### config.mk
export PLATFORM = sky130hd
export DESIGN_NAME = temp_sensor_3wire
export DESIGN_NICKNAME = d
export VERILOG_FILES = /design/src/rtl/temp_sensor_3wire_pkg.sv /design/src/rtl/temp_sensor_3wire_serial_bit_timer.sv /design/src/rtl/temp_sensor_3wire.sv
export SDC_FILE = /design/constraint.sdc
export NUM_CORES = 1
export LEC_CHECK = 0
export CAP_MARGIN = 5
export CORE_MARGIN = 2
export CORE_UTILIZATION = 30
export CTS_CLUSTER_DIAMETER = 50
export DETAILED_ROUTE_END_ITERATION = 8
export PLACE_DENSITY = 0.45
export SLEW_MARGIN = 0
export SYNTH_ARGS = -nofsm -noshare
export SYNTH_HDL_FRONTEND = slang
export SYNTH_HIERARCHICAL = 1
export SYNTH_SLANG_ARGS = --single-unit
### constraint.sdc
create_clock -name clk -period 11.2 [get_ports clk]
set_clock_uncertainty 0.2 [all_clocks]
set_input_delay 3.36 -clock clk [delete_from_list [all_inputs] [get_ports clk]]
set_output_delay 3.36 -clock clk [all_outputs]
set_load 0.005 [all_outputs]
### src/rtl/temp_sensor_3wire_pkg.sv
// Shared types and constants for the 3-wire thermometer acquisition block.
package temp_pkg;

  // Transaction sequencer states
  typedef enum logic [2:0] {
    CS_SETUP = 3'd0,
    CMD      = 3'd1,
    READ     = 3'd2,
    CS_END   = 3'd3,
    CONV     = 3'd4,
    GAP      = 3'd5
  } state_t;

  localparam logic [7:0] CMD_START_CONV = 8'hEE;
  localparam logic [7:0] CMD_READ_TEMP  = 8'hAA;

  localparam logic signed [8:0] TEMP_MIN = -9'sd55;
  localparam logic signed [8:0] TEMP_MAX = 9'sd125;

  // Half-degree raw reading to whole degrees, rounding toward minus infinity
  function automatic logic [8:0] half_to_whole(input logic [8:0] raw);
    return {raw[8], raw[8:1]};
  endfunction

  // True when a whole-degree value lies outside the sensor's rated range
  function automatic logic out_of_range(input logic [8:0] temp);
    return ($signed(temp) < TEMP_MIN) || ($signed(temp) > TEMP_MAX);
  endfunction

endpackage

### src/rtl/temp_sensor_3wire_serial_bit_timer.sv
// Serial bit timer: divides clk into bit slots of 2*CLK_DIV cycles and
// emits strobes at the start of the low phase, at the sample point and at
// the last cycle of the bit. Counting restarts whenever run is low.
module serial_bit_timer #(
  parameter int CLK_DIV = 50
) (
  input  logic clk,
  input  logic rst,
  input  logic run,
  output logic low_start,
  output logic sample,
  output logic bit_done
);

  localparam int CW = $clog2(2 * CLK_DIV);
  localparam logic [CW-1:0] LAST_CNT   = CW'(2 * CLK_DIV - 1);
  localparam logic [CW-1:0] SAMPLE_CNT = CW'(CLK_DIV);

  logic [CW-1:0] cnt;

  // Position within the current bit slot; wraps at the end of each bit
  always_ff @(posedge clk or posedge rst) begin
    if (rst) begin
      cnt <= '0;
    end else if (!run || (cnt == LAST_CNT)) begin
      cnt <= '0;
    end else begin
      cnt <= cnt + CW'(1);
    end
  end

  // The sequencer registers the pin levels, so a strobe at count N shows
  // on the pins from count N+1; the sample point is the last low cycle.
  assign low_start = run && (cnt == '0);
  assign sample    = run && (cnt == SAMPLE_CNT);
  assign bit_done  = run && (cnt == LAST_CNT);

endmodule

### src/rtl/temp_sensor_3wire.sv
// DS1620-style 3-wire thermometer reader: one start-convert after reset,
// then periodic 9-bit reads converted to signed whole degrees.
module temp_sensor_3wire
  import temp_pkg::*;
#(
  parameter int CLK_DIV    = 50,
  parameter int CONV_WAIT  = 37_500_000,
  parameter int SAMPLE_GAP = 50_000_000
) (
  input  logic       clk,
  input  logic       rst,
  output logic       sen_rst_n,
  output logic       sen_clk,
  output logic       dq_out,
  output logic       dq_oe,
  input  logic       dq_in,
  output logic [8:0] temperature,
  output logic       temp_valid,
  output logic       range_err,
  output logic       busy
);

  localparam logic [31:0] DIV_LOAD  = 32'(CLK_DIV - 1);
  localparam logic [31:0] CONV_LOAD = 32'(CONV_WAIT - 1);
  localparam logic [31:0] GAP_LOAD  = 32'(SAMPLE_GAP - 1);

  state_t      state, state_n;
  logic [31:0] wait_cnt, wait_n;
  logic [3:0]  bit_idx, bit_n;
  logic [8:0]  shift, shift_n;
  logic        conv_pending, conv_pending_n;
  logic        dq_meta, dq_sync;
  logic        run_s, low_start_s, sample_s, bit_done_s;
  logic [7:0]  cmd_s;
  logic [8:0]  whole_s;
  logic        sclk_n, dq_out_n, dq_oe_n, valid_n, rerr_n, cs_n, busy_n;
  logic [8:0]  temp_n;

  assign run_s   = (state == CMD) || (state == READ);
  assign cmd_s   = conv_pending ? CMD_START_CONV : CMD_READ_TEMP;
  assign whole_s = half_to_whole(shift);

  serial_bit_timer #(.CLK_DIV(CLK_DIV)) u_timer (
    .clk       (clk),
    .rst       (rst),
    .run       (run_s),
    .low_start (low_start_s),
    .sample    (sample_s),
    .bit_done  (bit_done_s)
  );

  // Two-flop synchronizer for the asynchronous DQ input
  always_ff @(posedge clk or posedge rst) begin
    if (rst) begin
      dq_meta <= 1'b0;
      dq_sync <= 1'b0;
    end else begin
      dq_meta <= dq_in;
      dq_sync <= dq_meta;
    end
  end

  // Next-state, shift and next-output logic for the transaction sequencer
  always_comb begin
    state_n        = state;
    wait_n         = wait_cnt;
    bit_n          = bit_idx;
    shift_n        = shift;
    conv_pending_n = conv_pending;
    sclk_n         = sen_clk;
    dq_out_n       = dq_out;
    dq_oe_n        = dq_oe;
    temp_n         = temperature;
    valid_n        = 1'b0;
    rerr_n         = range_err;
    case (state)
      CS_SETUP: begin
        sclk_n  = 1'b1;
        dq_oe_n = 1'b0;
        if (wait_cnt == 32'd0) begin
          state_n = CMD;
          bit_n   = 4'd0;
        end else begin
          wait_n = wait_cnt - 32'd1;
        end
      end
      CMD: begin
        if (low_start_s) begin
          sclk_n   = 1'b0;
          dq_oe_n  = 1'b1;
          dq_out_n = cmd_s[bit_idx[2:0]];
        end else if (sample_s) begin
          sclk_n = 1'b1;
        end else if (bit_done_s) begin
          if (bit_idx == 4'd7) begin
            dq_oe_n = 1'b0;
            bit_n   = 4'd0;
            if (conv_pending) begin
              state_n = CS_END;
              wait_n  = DIV_LOAD;
            end else begin
              state_n = READ;
              shift_n = 9'd0;
            end
          end else begin
            bit_n = bit_idx + 4'd1;
          end
        end else begin
          bit_n = bit_idx;
        end
      end
      READ: begin
        if (low_start_s) begin
          sclk_n  = 1'b0;
          dq_oe_n = 1'b0;
        end else if (sample_s) begin
          sclk_n  = 1'b1;
          shift_n = {dq_sync, shift[8:1]};
        end else if (bit_done_s) begin
          if (bit_idx == 4'd8) begin
            state_n = CS_END;
            wait_n  = DIV_LOAD;
            temp_n  = whole_s;
            rerr_n  = out_of_range(whole_s);
            valid_n = 1'b1;
          end else begin
            bit_n = bit_idx + 4'd1;
          end
        end else begin
          bit_n = bit_idx;
        end
      end
      CS_END: begin
        sclk_n  = 1'b1;
        dq_oe_n = 1'b0;
        if (wait_cnt == 32'd0) begin
          if (conv_pending) begin
            state_n        = CONV;
            wait_n         = CONV_LOAD;
            conv_pending_n = 1'b0;
          end else begin
            state_n = GAP;
            wait_n  = GAP_LOAD;
          end
        end else begin
          wait_n = wait_cnt - 32'd1;
        end
      end
      CONV, GAP: begin
        if (wait_cnt == 32'd0) begin
          state_n = CS_SETUP;
          wait_n  = DIV_LOAD;
        end else begin
          wait_n = wait_cnt - 32'd1;
        end
      end
      default: begin
        state_n = GAP;
        wait_n  = 32'd0;
      end
    endcase
    cs_n   = (state_n == CS_SETUP) || (state_n == CMD) || (state_n == READ);
    busy_n = cs_n || (state_n == CS_END);
  end

  // State, datapath and registered pin outputs
  always_ff @(posedge clk or posedge rst) begin
    if (rst) begin
      state        <= GAP;
      wait_cnt     <= 32'd0;
      bit_idx      <= 4'd0;
      shift        <= 9'd0;
      conv_pending <= 1'b1;
      sen_rst_n    <= 1'b0;
      sen_clk      <= 1'b1;
      dq_out       <= 1'b0;
      dq_oe        <= 1'b0;
      temperature  <= 9'd0;
      temp_valid   <= 1'b0;
      range_err    <= 1'b0;
      busy         <= 1'b0;
    end else begin
      state        <= state_n;
      wait_cnt     <= wait_n;
      bit_idx      <= bit_n;
      shift        <= shift_n;
      conv_pending <= conv_pending_n;
      sen_rst_n    <= cs_n;
      sen_clk      <= sclk_n;
      dq_out       <= dq_out_n;
      dq_oe        <= dq_oe_n;
      temperature  <= temp_n;
      temp_valid   <= valid_n;
      range_err    <= rerr_n;
      busy         <= busy_n;
    end
  end

endmodule

Word level (Yosys, flattened, before mapping)
Cells that the tools add are included.
Widths: inputs -> output; s select.
Operators by class
  $add $sub $neg: 3
  bitwise gates (word level): 2
  reduce and logical (&&, ||, !) cells: 29
  muxes and demuxes: 64
  eq/ne operators: 31
  $lt $le $gt $ge: 3
Operator list (number)
  $mux 32: 12
  $pmux 32 s5: 1
  $mux 9: 7
  $mux 4: 9
  $mux 3: 11
  $logic_not 32->1: 1
  $sub 32x1->32 const B: 1
  $ne 2x2->1 const B: 13
  $mux 24: 1
  $pmux 9 s2: 1
  $mux 1: 15
  $pmux 3 s5: 1
  $mux 7: 2
  $eq 3x2->1 const B: 4
  $pmux 4 s3: 1
  $reduce_and 10->1: 1
  $reduce_and 5->1: 2
  $reduce_and 9->1: 1
  $gt 8x8->1 const B: 1
  $lt 8x7->1 const B: 1
  $reduce_and 8->1: 1
  $add 7x1->7 const B: 1
  $eq 7x6->1 const B: 1
  $eq 7x7->1 const B: 1
  23 further kinds: 42
Word-level totals
  input bits: 3
  register bits: 73
  output and inout bits: 16
  word-level logic and storage cells: 148

Depth between registers and ports, before layout
  depth after elaboration: 11
  depth in mapped cells: 11
  mapped depth without buffers: 10

Hierarchy
Netlist, hierarchy kept.
Modules (own cells, without submodules)
  temp_sensor_3wire: area each 3599.7 um^2, instances 1, seq. area each 1631.6 um^2, cells each 389
  serial_bit_timer: area each 387.9 um^2, instances 1, seq. area each 175.2 um^2, cells each 42

Worst setup path after synthesis
No wires, ideal clock.
  path type: register to output
  from: register sen_clk
  to: output sen_clk
  path buffers: 0
  path slack: 7121 ps
  cell stages (with the launch flop): 1
  arrival: 519 ps
  required time: 7640 ps
  path through: dfstp_2
RTL lines
  start: declaration: RTL line temp_sensor_3wire.sv:13  | output logic sen_clk,
  start signal: assignment: RTL line temp_sensor_3wire.sv:189  | sen_clk <= sclk_n;
No word-level cell between the ends.

Final worst setup path
  from: register sen_clk
  to: output sen_clk
No word-level cell between the ends.

==> metrics.cfg <==
[run_status]
run_status=complete, no violations

[setup_path]
r2r_setup_slack_ns=6.28
worstRegToRegCells=11
cp.required_ns=7.64
critPathSlowestCell=dfstp_2
timing.critical_path.buf_inv=1
path_cells=clkdlybuf4s50_1
arrival_ns=1.40
slowest_delay_ns=0.55
startpoint_type=flip-flop
reg2reg_to=wait_cnt[29]
regToRegStartpoint=state[1]
critPathKind=reg2out
crit_family=flip-flops
crit_path_end_kind=primary output
cp-startpoint=sen_clk
critPathMaxFanout=3

[final_layout]
num-fill-cells=1329
diodes=0
mostFrequentLayoutCell=dfrtp_1
mostFrequentLayoutCells=dfrtp_1, nor2_1, o21ai_0
regArea_um2=1810
final_layout_size_suffix_gt1_share_pct=12.6
syn_to_final_growth_pct=16.6
fin_nets=456
multiInputGateArea_um2=2030

[logic_synthesis]
synth.area.top_cells=dfrtp_1, nor2_1, o21ai_0
synthArstFlopShare_pct=100
yosysUniqueCellTypes=64
syn_inst=431
syn_area_um2=3990
synth_top_area_share_pct=42.7
synth-seq-area-share_pct=45.3
ys_warn_count=6
synth.largest_area_cell=dfrtp_1
synth_edf_count=0
syn_nets=440
ys_ff_latch=72
avgSynthCellArea_um2=9.25
synth_flop_cell=dfrtp_1

[clocking]
cts_buffers=9
clockBufferDepth=2
cts_sinks=72
clk_pin_slew_ns=0.06
clock-root-buffer=clkbuf_16
insertion_delay_ns=0.34
cts_tree=built
post_cts_buffers=0
htree_levels=3
holdBufCountCts=0
post_cts_resize_count=0

[die]
die_x_um=119
die-area_um2=14200
io_pins=19
core_area_um2=13100
die_height_um=119
start_util_pct=30.5
rows=42

[hold_path]
hold_class=reg2reg
hold-path-endpoint=dq_sync
hp-start=dq_meta
min_path_cells=0

[sta]
setup_viol=0
layout_min_cycle_time_ns=4.96
tightest_slew_ns=0.893
hold_viol=0
fin_crit_sh_pct=44.2
slew_headroom_pct=40.0
tns_ns=0
max_freq_mhz=202
rsz0062_at_grt=false
maxSlewViolCount=0

[global_routing]
grt_pass1_vias=3149
grtUsageTotal_pct=14.6
grt_overflow_total=0
grt_pass1_wl_um=16400
antenna_found_initial=0
grt_max_degree=66

[pwr]
powerDensity_nw_per_um2=121
p_int_mw=0.436
ir_worst_vdd_v=0.0000503
p_leak_nw=2.13
p_seq_share_pct=46.3
power.total_mw=0.562
power_frac_comb_pct=1.1
power_switching_mw=0.126
clock_power_share_pct=52.6
swShare_pct=22.5

[detailed_routing]
routed_wl_um=9700
num_vias=3254
antenna_left=0
wl_per_cell_um=15.4
via_per_inst=5.18
drc_errors=0
dr.pass1.iters=5
drt_first_iter_violations=192

[run]
maxCapViolations=0

[place]
gp_congestion=0.763
dp_hpwl_um=6570
portBuffers=18

==> stage by stage <==
stage / hold WS [ns] / area (um2) / utilization (%) / cells / setup slack (ns)
2_1_floorplan: 0.131 / 3990 / - / 431 / 6.02
4_1_cts: 0.162 / 4650 / 35.5 / 628 / 6.23
3_5_place_dp: 0.147 / 4350 / 33.2 / 612 / 6.29
6_report: 0.158 / 4650 / 35.5 / 628 / 6.24
5_1_grt: 0.155 / 4650 / 35.5 / 628 / 5.85
3_3_place_gp: 0.133 / 4350 / 33.2 / 612 / 6.40
==> sequential cells by signal, summed over array words and instances (netlist names) <==
name and flops:
range_err 1, conv_pending 1, wait_cnt 32, dq_meta 1, dq_sync 1, state 3
bit_idx 4, sen_rst_n 1, temperature 8, busy 1, dq_out 1, temp_valid 1
dq_oe 1, shift 8, u_timer/cnt 7, sen_clk 1
==> synth_stat cells, types with 4 or more instances <==
| cell | n |
|---|---|
| ha_1 | 6 |
| or2_2 | 7 |
| and2_1 | 6 |
| xnor2_1 | 10 |
| inv_1 | 16 |
| nand2b_1 | 7 |
| nand3_1 | 25 |
| clkbuf_1 | 12 |
| or3_1 | 11 |
| dfrtp_1 | 68 |
| nor2b_1 | 4 |
| a21oi_1 | 24 |
| nor2_1 | 45 |
| nand2_1 | 28 |
| a21o_1 | 6 |
| dfstp_2 | 4 |
| nor4_1 | 7 |
| nand4_1 | 4 |
| a31oi_1 | 6 |
| nor3_1 | 15 |
| a2111oi_0 | 4 |
| a211oi_1 | 4 |
| o31ai_1 | 6 |
| o41ai_1 | 4 |
| o21ai_0 | 31 |
| or4_1 | 4 |
| o22ai_1 | 4 |
| mux2_2 | 8 |
==> kinds of logic (layout without fill, tap and decap cells) <==
family	count (synthesis)	after routing	share of synthesized area, %
DFF	72	72	45.3
muxes	8	8	2.26
adders and majority gates	6	6	1.88
xor gates and xnor gates	12	12	2.64
buffers and inverters	35	56	3.86
and+or+nand+nor	182	182	24.6
AOI/OAI and AO/OA	116	116	19.5
==> metal layers <==
metal  track usage [%]  share of wire [%]
met5                 0                  0
met4              8.24                3.0
met3              2.39                2.4
met2              21.9                 45
met1              19.9                 49
==> how the worst max path moves through the flow <==
stage                        end  depth (start not counted)
detailed placement  wait_cnt[29]                         11
finish                   sen_clk                          1
CTS                      sen_clk                          1
floorplan             bit_idx[0]                          1
global route        wait_cnt[27]                         11
global placement     wait_cnt[8]                          3
==> layout make-up <==
cell class                      instances  area share [%]
Multi-Input combinational cell        324            43.7
Clock buffer                            9            4.84
Timing Repair Buffer                   24            4.84
Sequential cell                        72            38.9
Clock inverter                          7            1.70
Inverter                               16            1.29
Tap cell                              176            4.74
==> power groups by stage <==
stage               Combinational (mW)  Clock (mW)  Sequential (mW)
floorplan                      0.00381           0            0.265
detailed placement             0.00679           0            0.265
finish                         0.00616       0.296            0.261
CTS                            0.00677       0.305            0.261
global route                   0.00755       0.319            0.260
global placement               0.00663           0            0.265
(Power assumes the default switching activity.)
